`src/rtl/alu_pkg.sv`:
```
// Shared opcode and FSM state encodings for the sequential ALU.
package alu_pkg;

  typedef enum logic [3:0] {
    ADD = 4'd0,
    SUB = 4'd1,
    OR  = 4'd2,
    XOR = 4'd3,
    AND = 4'd4,
    LSR = 4'd5,
    ROR = 4'd6,
    ASL = 4'd7,
    ROL = 4'd8
  } alu_op_t;

  typedef enum logic [1:0] {
    IDLE = 2'd0,
    BCD  = 2'd1,
    DONE = 2'd2
  } alu_state_t;

  // Only ADD and SUB honour decimal mode.
  function automatic logic is_dec_op(input logic [3:0] op);
    return (op == 4'(ADD)) || (op == 4'(SUB));
  endfunction

endpackage

```
`src/rtl/alu_seq_if.sv`:
```
// Operand/result handshake bundle between operand muxes, the ALU and writeback.
interface alu_seq_if #(
  parameter int unsigned WIDTH = 8
);
  logic             in_valid;
  logic             in_ready;
  logic [3:0]       ctrl;
  logic [WIDTH-1:0] AI;
  logic [WIDTH-1:0] BI;
  logic             CI;
  logic             D;
  logic             out_valid;
  logic             out_ready;
  logic [WIDTH-1:0] out;
  logic             N;
  logic             V;
  logic             Z;
  logic             CO;
  logic             HC;

  modport master (
    output in_valid, ctrl, AI, BI, CI, D, out_ready,
    input  in_ready, out_valid, out, N, V, Z, CO, HC
  );

  modport slave (
    input  in_valid, ctrl, AI, BI, CI, D, out_ready,
    output in_ready, out_valid, out, N, V, Z, CO, HC
  );
endinterface

```
`src/rtl/bcd_digit.sv`:
```
// One decimal digit of add/subtract; chained LSB-first by the ALU FSM.
module bcd_digit (
  input  logic [3:0] a,
  input  logic [3:0] b,
  input  logic       c,
  input  logic       sub,
  output logic [3:0] digit,
  output logic       c_out
);

  logic [5:0] raw;
  logic [5:0] adj;

  // Subtraction result is a 6-bit two's complement value; bit 5 flags a borrow.
  always_comb begin
    raw   = '0;
    adj   = '0;
    c_out = 1'b0;
    if (sub) begin
      raw = {2'b00, a} - {2'b00, b} - {5'b0, ~c};
      if (raw[5]) begin
        adj   = raw + 6'd10;
        c_out = 1'b0;
      end else begin
        adj   = raw;
        c_out = 1'b1;
      end
    end else begin
      raw = {2'b00, a} + {2'b00, b} + {5'b0, c};
      if (raw > 6'd9) begin
        adj   = raw + 6'd6;
        c_out = 1'b1;
      end else begin
        adj   = raw;
      end
    end
    digit = adj[3:0];
  end

endmodule

```
`src/rtl/alu_seq.sv`:
```
// Registered 6502-style ALU: single-cycle binary ops, nibble-serial decimal ADD/SUB.
module alu_seq
  import alu_pkg::*;
#(
  parameter int unsigned WIDTH = 8
) (
  input  logic      clk,
  input  logic      rst_n,
  alu_seq_if.slave  bus
);

  localparam int unsigned NIB = WIDTH / 4;
  localparam int unsigned CW  = $clog2(NIB) + 1;

  alu_state_t       state, state_nxt;
  alu_op_t          op_c;
  logic             accept_c, dec_c, last_c;

  logic [WIDTH-1:0] b_eff_c;
  logic [WIDTH:0]   sum_c;
  logic [4:0]       lo_sum_c;
  logic             ovf_c;
  logic [WIDTH-1:0] bin_res_c;
  logic             bin_co_c, bin_v_c, bin_hc_c, bin_def_c;

  logic [WIDTH-1:0] out_q;
  logic             n_q, v_q, z_q, co_q, hc_q;
  logic [WIDTH-1:0] da_q, db_q, res_q, res_nxt_c;
  logic             dc_q, dsub_q, dv_q, dhc_q;
  logic [CW-1:0]    cnt_q;
  logic [3:0]       dig_c;
  logic             dco_c;

  assign op_c     = alu_op_t'(bus.ctrl);
  assign dec_c    = bus.D & is_dec_op(bus.ctrl);
  assign accept_c = bus.in_valid & bus.in_ready;
  assign last_c   = (cnt_q == CW'(NIB - 1));

  assign bus.in_ready  = (state == IDLE) | ((state == DONE) & bus.out_ready);
  assign bus.out_valid = (state == DONE);
  assign bus.out       = out_q;
  assign bus.N         = n_q;
  assign bus.V         = v_q;
  assign bus.Z         = z_q;
  assign bus.CO        = co_q;
  assign bus.HC        = hc_q;

  // Shared adder: SUB is A + ~B + CI, so CI=1 means no borrow.
  assign b_eff_c  = (op_c == SUB) ? ~bus.BI : bus.BI;
  assign sum_c    = {1'b0, bus.AI} + {1'b0, b_eff_c} + (WIDTH+1)'(bus.CI);
  assign lo_sum_c = {1'b0, bus.AI[3:0]} + {1'b0, b_eff_c[3:0]} + 5'(bus.CI);
  assign ovf_c    = (bus.AI[WIDTH-1] == b_eff_c[WIDTH-1]) &
                    (sum_c[WIDTH-1] != bus.AI[WIDTH-1]);

  always_comb begin
    bin_res_c = '0;
    bin_co_c  = 1'b0;
    bin_v_c   = 1'b0;
    bin_hc_c  = 1'b0;
    bin_def_c = 1'b1;
    case (op_c)
      ADD, SUB: begin
        bin_res_c = sum_c[WIDTH-1:0];
        bin_co_c  = sum_c[WIDTH];
        bin_v_c   = ovf_c;
        bin_hc_c  = lo_sum_c[4];
      end
      OR:  begin bin_res_c = bus.AI | bus.BI; bin_co_c = bus.CI; end
      XOR: begin bin_res_c = bus.AI ^ bus.BI; bin_co_c = bus.CI; end
      AND: begin bin_res_c = bus.AI & bus.BI; bin_co_c = bus.CI; end
      LSR: begin bin_res_c = {1'b0, bus.AI[WIDTH-1:1]};   bin_co_c = bus.AI[0]; end
      ROR: begin bin_res_c = {bus.CI, bus.AI[WIDTH-1:1]}; bin_co_c = bus.AI[0]; end
      ASL: begin bin_res_c = {bus.AI[WIDTH-2:0], 1'b0};   bin_co_c = bus.AI[WIDTH-1]; end
      ROL: begin bin_res_c = {bus.AI[WIDTH-2:0], bus.CI}; bin_co_c = bus.AI[WIDTH-1]; end
      default: bin_def_c = 1'b0;
    endcase
  end

  bcd_digit u_digit (
    .a     (da_q[3:0]),
    .b     (db_q[3:0]),
    .c     (dc_q),
    .sub   (dsub_q),
    .digit (dig_c),
    .c_out (dco_c)
  );

  // Digits enter at the top and shift down, so after NIB steps digit 0 sits at the LSB.
  assign res_nxt_c = (res_q >> 4) | (WIDTH'(dig_c) << (WIDTH - 4));

  always_ff @(posedge clk or negedge rst_n) begin
    if (!rst_n) state <= IDLE;
    else        state <= state_nxt;
  end

  always_comb begin
    state_nxt = state;
    case (state)
      IDLE, DONE: begin
        if (accept_c)                            state_nxt = dec_c ? BCD : DONE;
        else if ((state == DONE) && bus.out_ready) state_nxt = IDLE;
      end
      BCD:     if (last_c) state_nxt = DONE;
      default: state_nxt = IDLE;
    endcase
  end

  always_ff @(posedge clk or negedge rst_n) begin
    if (!rst_n) begin
      out_q  <= '0;
      n_q    <= 1'b0;
      v_q    <= 1'b0;
      z_q    <= 1'b0;
      co_q   <= 1'b0;
      hc_q   <= 1'b0;
      da_q   <= '0;
      db_q   <= '0;
      res_q  <= '0;
      dc_q   <= 1'b0;
      dsub_q <= 1'b0;
      dv_q   <= 1'b0;
      dhc_q  <= 1'b0;
      cnt_q  <= '0;
    end else if (accept_c) begin
      if (dec_c) begin
        da_q   <= bus.AI;
        db_q   <= bus.BI;
        dc_q   <= bus.CI;
        dsub_q <= (op_c == SUB);
        dv_q   <= bin_v_c;
        res_q  <= '0;
        cnt_q  <= '0;
      end else begin
        out_q <= bin_res_c;
        n_q   <= bin_res_c[WIDTH-1];
        z_q   <= bin_def_c & (bin_res_c == '0);
        co_q  <= bin_co_c;
        v_q   <= bin_v_c;
        hc_q  <= bin_hc_c;
      end
    end else if (state == BCD) begin
      da_q  <= da_q >> 4;
      db_q  <= db_q >> 4;
      dc_q  <= dco_c;
      res_q <= res_nxt_c;
      cnt_q <= cnt_q + CW'(1);
      if (cnt_q == '0) dhc_q <= dco_c;
      if (last_c) begin
        out_q <= res_nxt_c;
        n_q   <= res_nxt_c[WIDTH-1];
        z_q   <= (res_nxt_c == '0);
        co_q  <= dco_c;
        v_q   <= dv_q;
        hc_q  <= (cnt_q == '0) ? dco_c : dhc_q;
      end
    end
  end

endmodule

```
`src/flat_wrapper.sv`:
```
// flat-port wrapper written by rule: the top's interface ports become plain ports
module alu_seq_flat import alu_pkg::*;
#(
  parameter int unsigned WIDTH = 8
)
  (clk, rst_n, bus_in_valid, bus_ctrl, bus_AI, bus_BI, bus_CI, bus_D, bus_out_ready, bus_in_ready, bus_out_valid, bus_out, bus_N, bus_V, bus_Z, bus_CO, bus_HC);
  alu_seq_if #(.WIDTH(WIDTH)) bus_i ();
  input  logic clk;
  input  logic rst_n;
  input wire logic [$bits(bus_i.in_valid)-1:0] bus_in_valid;
  input wire logic [$bits(bus_i.ctrl)-1:0] bus_ctrl;
  input wire logic [$bits(bus_i.AI)-1:0] bus_AI;
  input wire logic [$bits(bus_i.BI)-1:0] bus_BI;
  input wire logic [$bits(bus_i.CI)-1:0] bus_CI;
  input wire logic [$bits(bus_i.D)-1:0] bus_D;
  input wire logic [$bits(bus_i.out_ready)-1:0] bus_out_ready;
  output wire logic [$bits(bus_i.in_ready)-1:0] bus_in_ready;
  output wire logic [$bits(bus_i.out_valid)-1:0] bus_out_valid;
  output wire logic [$bits(bus_i.out)-1:0] bus_out;
  output wire logic [$bits(bus_i.N)-1:0] bus_N;
  output wire logic [$bits(bus_i.V)-1:0] bus_V;
  output wire logic [$bits(bus_i.Z)-1:0] bus_Z;
  output wire logic [$bits(bus_i.CO)-1:0] bus_CO;
  output wire logic [$bits(bus_i.HC)-1:0] bus_HC;
  assign bus_i.in_valid = bus_in_valid;
  assign bus_i.ctrl = bus_ctrl;
  assign bus_i.AI = bus_AI;
  assign bus_i.BI = bus_BI;
  assign bus_i.CI = bus_CI;
  assign bus_i.D = bus_D;
  assign bus_i.out_ready = bus_out_ready;
  assign bus_in_ready = bus_i.in_ready;
  assign bus_out_valid = bus_i.out_valid;
  assign bus_out = bus_i.out;
  assign bus_N = bus_i.N;
  assign bus_V = bus_i.V;
  assign bus_Z = bus_i.Z;
  assign bus_CO = bus_i.CO;
  assign bus_HC = bus_i.HC;
  alu_seq #(.WIDTH(WIDTH)) u_core (.clk(clk), .rst_n(rst_n), .bus(bus_i));
endmodule
```
`config.mk`:
```
export PLATFORM = sky130hd
export DESIGN_NAME = alu_seq_flat
export DESIGN_NICKNAME = d
export VERILOG_FILES = /design/src/rtl/alu_pkg.sv /design/src/rtl/alu_seq_if.sv /design/src/rtl/bcd_digit.sv /design/src/rtl/alu_seq.sv /design/src/flat_wrapper.sv
export SDC_FILE = /design/constraint.sdc
export NUM_CORES = 1
export LEC_CHECK = 0
export ABC_AREA = 1
export CORE_MARGIN = 5
export CORE_UTILIZATION = 45
export DETAILED_ROUTE_END_ITERATION = 8
export PLACE_DENSITY = 0.66
export SYNTH_ARGS = -nofsm -noshare
export SYNTH_HDL_FRONTEND = slang
export SYNTH_SLANG_ARGS = --single-unit
```
`constraint.sdc`:
```
create_clock -name clk -period 7.6 [get_ports clk]
set_input_delay 1.52 -clock clk [delete_from_list [all_inputs] [get_ports clk]]
set_output_delay 1.52 -clock clk [all_outputs]
set_load 0.1 [all_outputs]
```
## Yosys cells after proc, flatten, opt, wreduce, memory -nomap -nowiden

Cells that the tools add are included.
W data, S select, Z words.

- Eq/ne operators: 17
- Reductions and logical operators: 20
- Muxes and demuxes: 57
- Shift-type cells: 0
- Bitwise logic cells: 13
- $add $sub $neg: 11
- $lt $le $gt $ge: 1
- Div/mod/pow operators: 0
- Multiply operators: 0

Operators by type and width:

| operator | number |
|---|---|
| $mux W8 | 14 |
| $pmux W8 S8 | 1 |
| $mux W1 | 30 |
| $eq A4 B3 Y1 const B | 4 |
| $logic_not A8 Y1 | 2 |
| $mux W2 | 7 |
| $mux W4 | 3 |
| $add A4 B4 Y5 | 2 |
| $add A8 B8 Y9 | 1 |
| $add A9 B1 Y9 | 1 |
| $reduce_or A9 Y1 | 1 |
| $and A8 B8 Y8 | 1 |
| $eq A4 B2 Y1 const B | 2 |
| $not A8 Y8 | 1 |
| $or A4 B8 Y8 | 1 |
| $or A8 B8 Y8 | 1 |
| $reduce_and A2 Y1 | 4 |
| $reduce_or A2 Y1 | 4 |
| $xor A8 B8 Y8 | 1 |
| $add A5 B1 Y6 | 1 |
| $gt A6 B4 Y1 const B | 1 |
| $sub A6 B1 Y6 | 1 |
| $add A5 B1 Y5 | 1 |
| $and A1 B1 Y1 | 5 |
| 24 further kinds | 29 |

- Bits in registers: 45
- Latch bits: 0
- Output and inout bits: 15
- Bits in writable memories: 0
- Bits in read-only memories: 0
- Word-level logic and storage cells: 134
- Memories: 0

## Logic depth before layout (Yosys ltp)

- Depth in word-level cells: 10
- Mapped depth: 20
- Depth with buffers taken out: 20

## Hierarchy

Synthesis repeated with hierarchy kept, for this count alone.

- Cells, all modules: 513
- Area, all modules: 3658.5 sq um

By module, submodules not included:

| module | area each (sq um) | times used | cells an instance | sequential area each (sq um) |
|---|---|---|---|---|
| alu_seq | 3049.2 | 1 | 420 | 1001.0 |
| bcd_digit | 609.3 | 1 | 93 | 0.0 |

## Worst setup path before layout

Ideal clock, no wire load.

- Kind: in2reg
- Start: in bus_ctrl[3]
- End: reg u_core.z_q, in the netlist u_core.bus.Z
- Path buffers: 0
- Arrival: 3.838 ns
- Stages: 19
- Path slack: 3.700 ns
- Cell sequence: nor2_2 > nand2_4 > inv_4 > nand2_1 > xor2_1 > fa_1 > inv_1 > fa_1 > nand2_1 > o21ai_1 > nor2_1 > nand2_1 > nor2_2 > nand3_1 > nor2_1 > nand2_1 > nand3_1 > nand2_1 > inv_1

- Word-level cells in the longest chain between the ends: 9
- Elaborated cells on any way between the ends: 24
- Those cells by class: add/sub (2); eq/ne (9); mux (5); bitwise (2); reduce/logical (6)

Ends and longest elaborated chain:

| what | RTL line | source |
|---|---|---|
| start, declared | flat_wrapper.sv:11 | `input wire logic [$bits(bus_i.ctrl)-1:0] bus_ctrl;` |
| $eq A4 B1 Y1 | alu_pkg.sv:24, alu_seq.sv:49, alu_seq.sv:61 |  |
| $mux W8 | alu_seq.sv:49 | `assign b_eff_c = (op_c == SUB) ? ~bus.BI : bus.BI;` |
| $add A8 B8 Y9 | alu_seq.sv:50 | `assign sum_c = {1'b0, bus.AI} + {1'b0, b_eff_c} + (WIDTH+1)'(bus.CI);` |
| $add A9 B1 Y9 | alu_seq.sv:50 |  |
| $pmux W8 S8 | alu_seq.sv:61 | `case (op_c)` |
| $logic_not A8 Y1 | alu_seq.sv:136 | `z_q <= bin_def_c & (bin_res_c == '0);` |
| $and A1 B1 Y1 | alu_seq.sv:136 |  |
| $mux W1 | alu_seq.sv:125 | `if (dec_c) begin` |
| $mux W1 | alu_seq.sv:124 | `end else if (accept_c) begin` |
| end signal, assigned | alu_seq.sv:136 |  |
| end signal, assigned | alu_seq.sv:151 | `z_q <= (res_nxt_c == '0);` |
| end, declared | alu_seq.sv:27 | `logic n_q, v_q, z_q, co_q, hc_q;` |

Several ways; a longest one is shown, not always the timed one. The select of a mux whose other input is x is not followed.
A chain may end at the register's enable or synchronous reset.

## Final worst setup path

- Start: in bus_out_ready
- End: out bus_in_ready

- Word-level cells in the longest chain between the ends: 2

Ends and longest elaborated chain:

| what | RTL line | source |
|---|---|---|
| start, declared | flat_wrapper.sv:16 | `input wire logic [$bits(bus_i.out_ready)-1:0] bus_out_ready;` |
| $and A1 B1 Y1 | alu_seq.sv:39 | `assign bus.in_ready = (state == IDLE) \| ((state == DONE) & bus.out_ready);` |
| $or A1 B1 Y1 | alu_seq.sv:39 |  |
| end, declared | flat_wrapper.sv:17 | `output wire logic [$bits(bus_i.in_ready)-1:0] bus_in_ready;` |

Every way passes these cells.

==> results.sh <==
export IMPL_worstSkewPairLatency_ns=0.29
export IMPL_die_area_sq_um=9900
export IMPL_cts_made_buffers=5
export IMPL_synthSimpleGateAreaFrac_pct=31.0
export IMPL_synth_compound_area_share_pct=13.4
export IMPL_ys_seq_area_share_pct=27.8
export IMPL_worst_setup_path_type="in -> out"
export IMPL_final_setup_viol_count=0
export IMPL_drive_above_1_share_pct=9.35
export IMPL_synth_edff_count=0
export IMPL_synth_common_cells="nand2_1 (132), inv_1 (58), dfrtp_1 (40)"
export IMPL_synth_top_cell_area_share_pct=27.8
export IMPL_gp_congestion=0.934
export IMPL_grt_pass1_vias=3412
export IMPL_fp_dieW_um=99.5
export IMPL_pre_cts_ws_ns=2.78
export IMPL_antenna_found_initial=0
export IMPL_n_antenna_cell=0
export IMPL_synth_xor_area_share_pct=3.37
export IMPL_coreArea_sq_um=7770
export IMPL_tns_ns=0
export IMPL_leakagePower_nw=2.06
export IMPL_grt_overflow_total=0
export IMPL_netlist_area_sq_um=3600
export IMPL_synth_most_common_cell="nand2_1"
export IMPL_crit_path_max_fanout=2
export IMPL_row_count=32
export IMPL_port_buffers=40
export IMPL_area_growth_pct=15.4
export IMPL_post_route_drc_count=0
export IMPL_skew_ns=0.00468
export IMPL_hold_slack_ns=0.491
export IMPL_nets=601
export IMPL_clock_fmax_mhz=207
export IMPL_status="complete, no violations"
export IMPL_clockBufferDepth=2
export IMPL_grt_start_max_net_pins=41
export IMPL_routed_wirelength_um=9310
export IMPL_drt_iter0_drc=135
export IMPL_synth_area_mux_share_pct=0
export IMPL_yosysWarnings=0
export IMPL_crit_path_start_kind="input pin"
export IMPL_fin_util_pct=53.6
export IMPL_die_height_um=99.5
export IMPL_synth_top_area_cell="dfrtp_1"
export IMPL_worst_hold_path_type="reg -> reg"
export IMPL_synth_avg_cell_area_sq_um=7.22
export IMPL_vias=3349
export IMPL_rsz0062_at_grt="no"
export IMPL_htree_levels=2
export IMPL_synthArstFlopShare_pct=100
export IMPL_dpl_hpwl_um=7490
export IMPL_vdd_ir_drop_max_uv=145
export IMPL_root_buffer="clkbuf_8"
export IMPL_wl_per_cell_um=14.6
export IMPL_boundaryPins=41
export IMPL_ys_seq_elements=40
export IMPL_synth_distinct_cells=40
export IMPL_slew_headroom_pct=34.3
export IMPL_hold_viol=0
export IMPL_max_cap_violations=0
export IMPL_period_needed_ns=4.83
export IMPL_cp_required_ns=6.08
export IMPL_drv_slew=0
export IMPL_synth_area_leaders="dfrtp_1 (28%), nand2_1 (14%), ha_1 (12%), inv_1 (6.0%), nor2_1 (4.1%)"
export IMPL_synth_fa_ha_area_share_pct=15.3
export IMPL_cts_tree="done"
export IMPL_cts_hold_buf=0
export IMPL_worst_setup_path_end_kind="output port"
export IMPL_cts_sinks=40
export IMPL_path_clk_slew_ns=0.08
export IMPL_powerDensity_nw_per_um2=372
export IMPL_tightest_slew_ns=0.982
export IMPL_cts_setup_buffers=0
export IMPL_drt_first_pass_iters=4
export IMPL_syn_inst=499
export IMPL_synth_top_family_by_area="simple AND/OR/NAND/NOR gates"
export IMPL_mappedNetlistNets=566
export IMPL_grt_usage_pct=20.0
export IMPL_grt_pass1_wl_um=16200
export IMPL_vias_per_cell=5.26
export IMPL_ctsResizeCount=0
export IMPL_arrival_ns=3.31
export IMPL_antenna_left=0
export IMPL_start_util_pct=46.4
export IMPL_ys_dominant_reg_cell="dfrtp_1"
export IMPL_fin_ws_ns=2.77
export IMPL_finalCritPeriodShare_pct=63.5
routing by layer:
| metal | global-route usage [%] | vias to the layer above | share of wire (%) |
|---|---|---|---|
| met3 | 2.59 | 17 | 4.6 |
| met4 | 6.51 | 0 | 2.3 |
| met2 | 33.5 | 81 | 47 |
| li1 | - | 1695 | - |
| met1 | 26.8 | 1556 | 46 |
| met5 | 0 | - | 0 |
logic make-up after synthesis:
family / Yosys count
simple gates: 240
compound gates: 83
buf+inv: 82
fa+ha+maj: 41
flops: 40
xor+xnor: 13
sequential cells by signal (all words and copies together), names as in the netlist:
signal	flops
u_core.bus.out	8
u_core.da_q	8
u_core.db_q	8
u_core.res_q	4
u_core.cnt_q	2
u_core.state	2
u_core.bus.CO	1
u_core.bus.HC	1
u_core.bus.V	1
u_core.bus.Z	1
u_core.dc_q	1
u_core.dhc_q	1
u_core.dsub_q	1
u_core.dv_q	1
power by group:
part / internal, mW / switching (mW)
sequential: 0.292 / 0.0563
combinational: 0.347 / 0.701
clock: 0.0743 / 0.0784
path summary, 6_finish.rpt:
check                                    start         endpoint  slack [ns]  depth (start not counted)
min in group asynchronous                rst_n  u_core.res_q[7]        1.35                          1
worst min register to register  u_core.da_q[5]   u_core.da_q[5]        0.49                          2
max in group asynchronous                rst_n   u_core.db_q[3]        5.68                          1
worst max register to register  u_core.da_q[0]     u_core.bus.Z        4.95                         17
worst max-delay path             bus_out_ready     bus_in_ready        2.77                          4
worst min-delay path            u_core.da_q[5]   u_core.da_q[5]        0.49                          2
cell usage in the layout, fill, tap and decap left out, types with 2 or more instances in the layout:
cell type,netlist,layout
a21oi_1,22,22
a21oi_2,3,3
a31oi_1,9,9
clkbuf_8,0,6
clkdlybuf4s50_1,0,39
dfrtp_1,40,40
fa_1,5,5
ha_1,36,36
inv_1,58,58
inv_2,10,10
inv_4,2,2
nand2_1,132,132
nand2_2,5,5
nand2_4,5,5
nand3_1,23,23
nand3_2,3,3
nand3_4,2,2
nand3b_1,3,3
nand4_1,11,11
nor2_1,39,39
nor2_2,6,6
nor2_4,3,3
nor3_1,4,4
o211ai_1,6,6
o21ai_0,18,18
o21ai_1,12,12
o21bai_1,3,3
o31ai_1,8,8
xor2_1,11,11
through the flow:
step,total power [mW],area [sq um],instances
detailed placement,1.40,4070,629
floorplan,1.18,3600,499
global placement,1.38,4070,629
finish,1.55,4160,637
CTS,1.56,4160,637
global route,1.71,4160,637
worst max-delay path: stages:
cell	delay, ns
clkdlybuf4s50_1	0.45
nor2_1	0.06
nor2_2	0.12
clkdlybuf4s50_1	1.15
cell type report:
class | count | area [sq um]
fill | 781 | 3610
multi-input combinational | 377 | 2270
sequential | 40 | 1000
timing repair buffer | 40 | 395
inverter | 70 | 268
tap | 102 | 128
clock buffer | 6 | 82.6
clock inverter | 2 | 13.8
(Power assumes the default switching activity.)
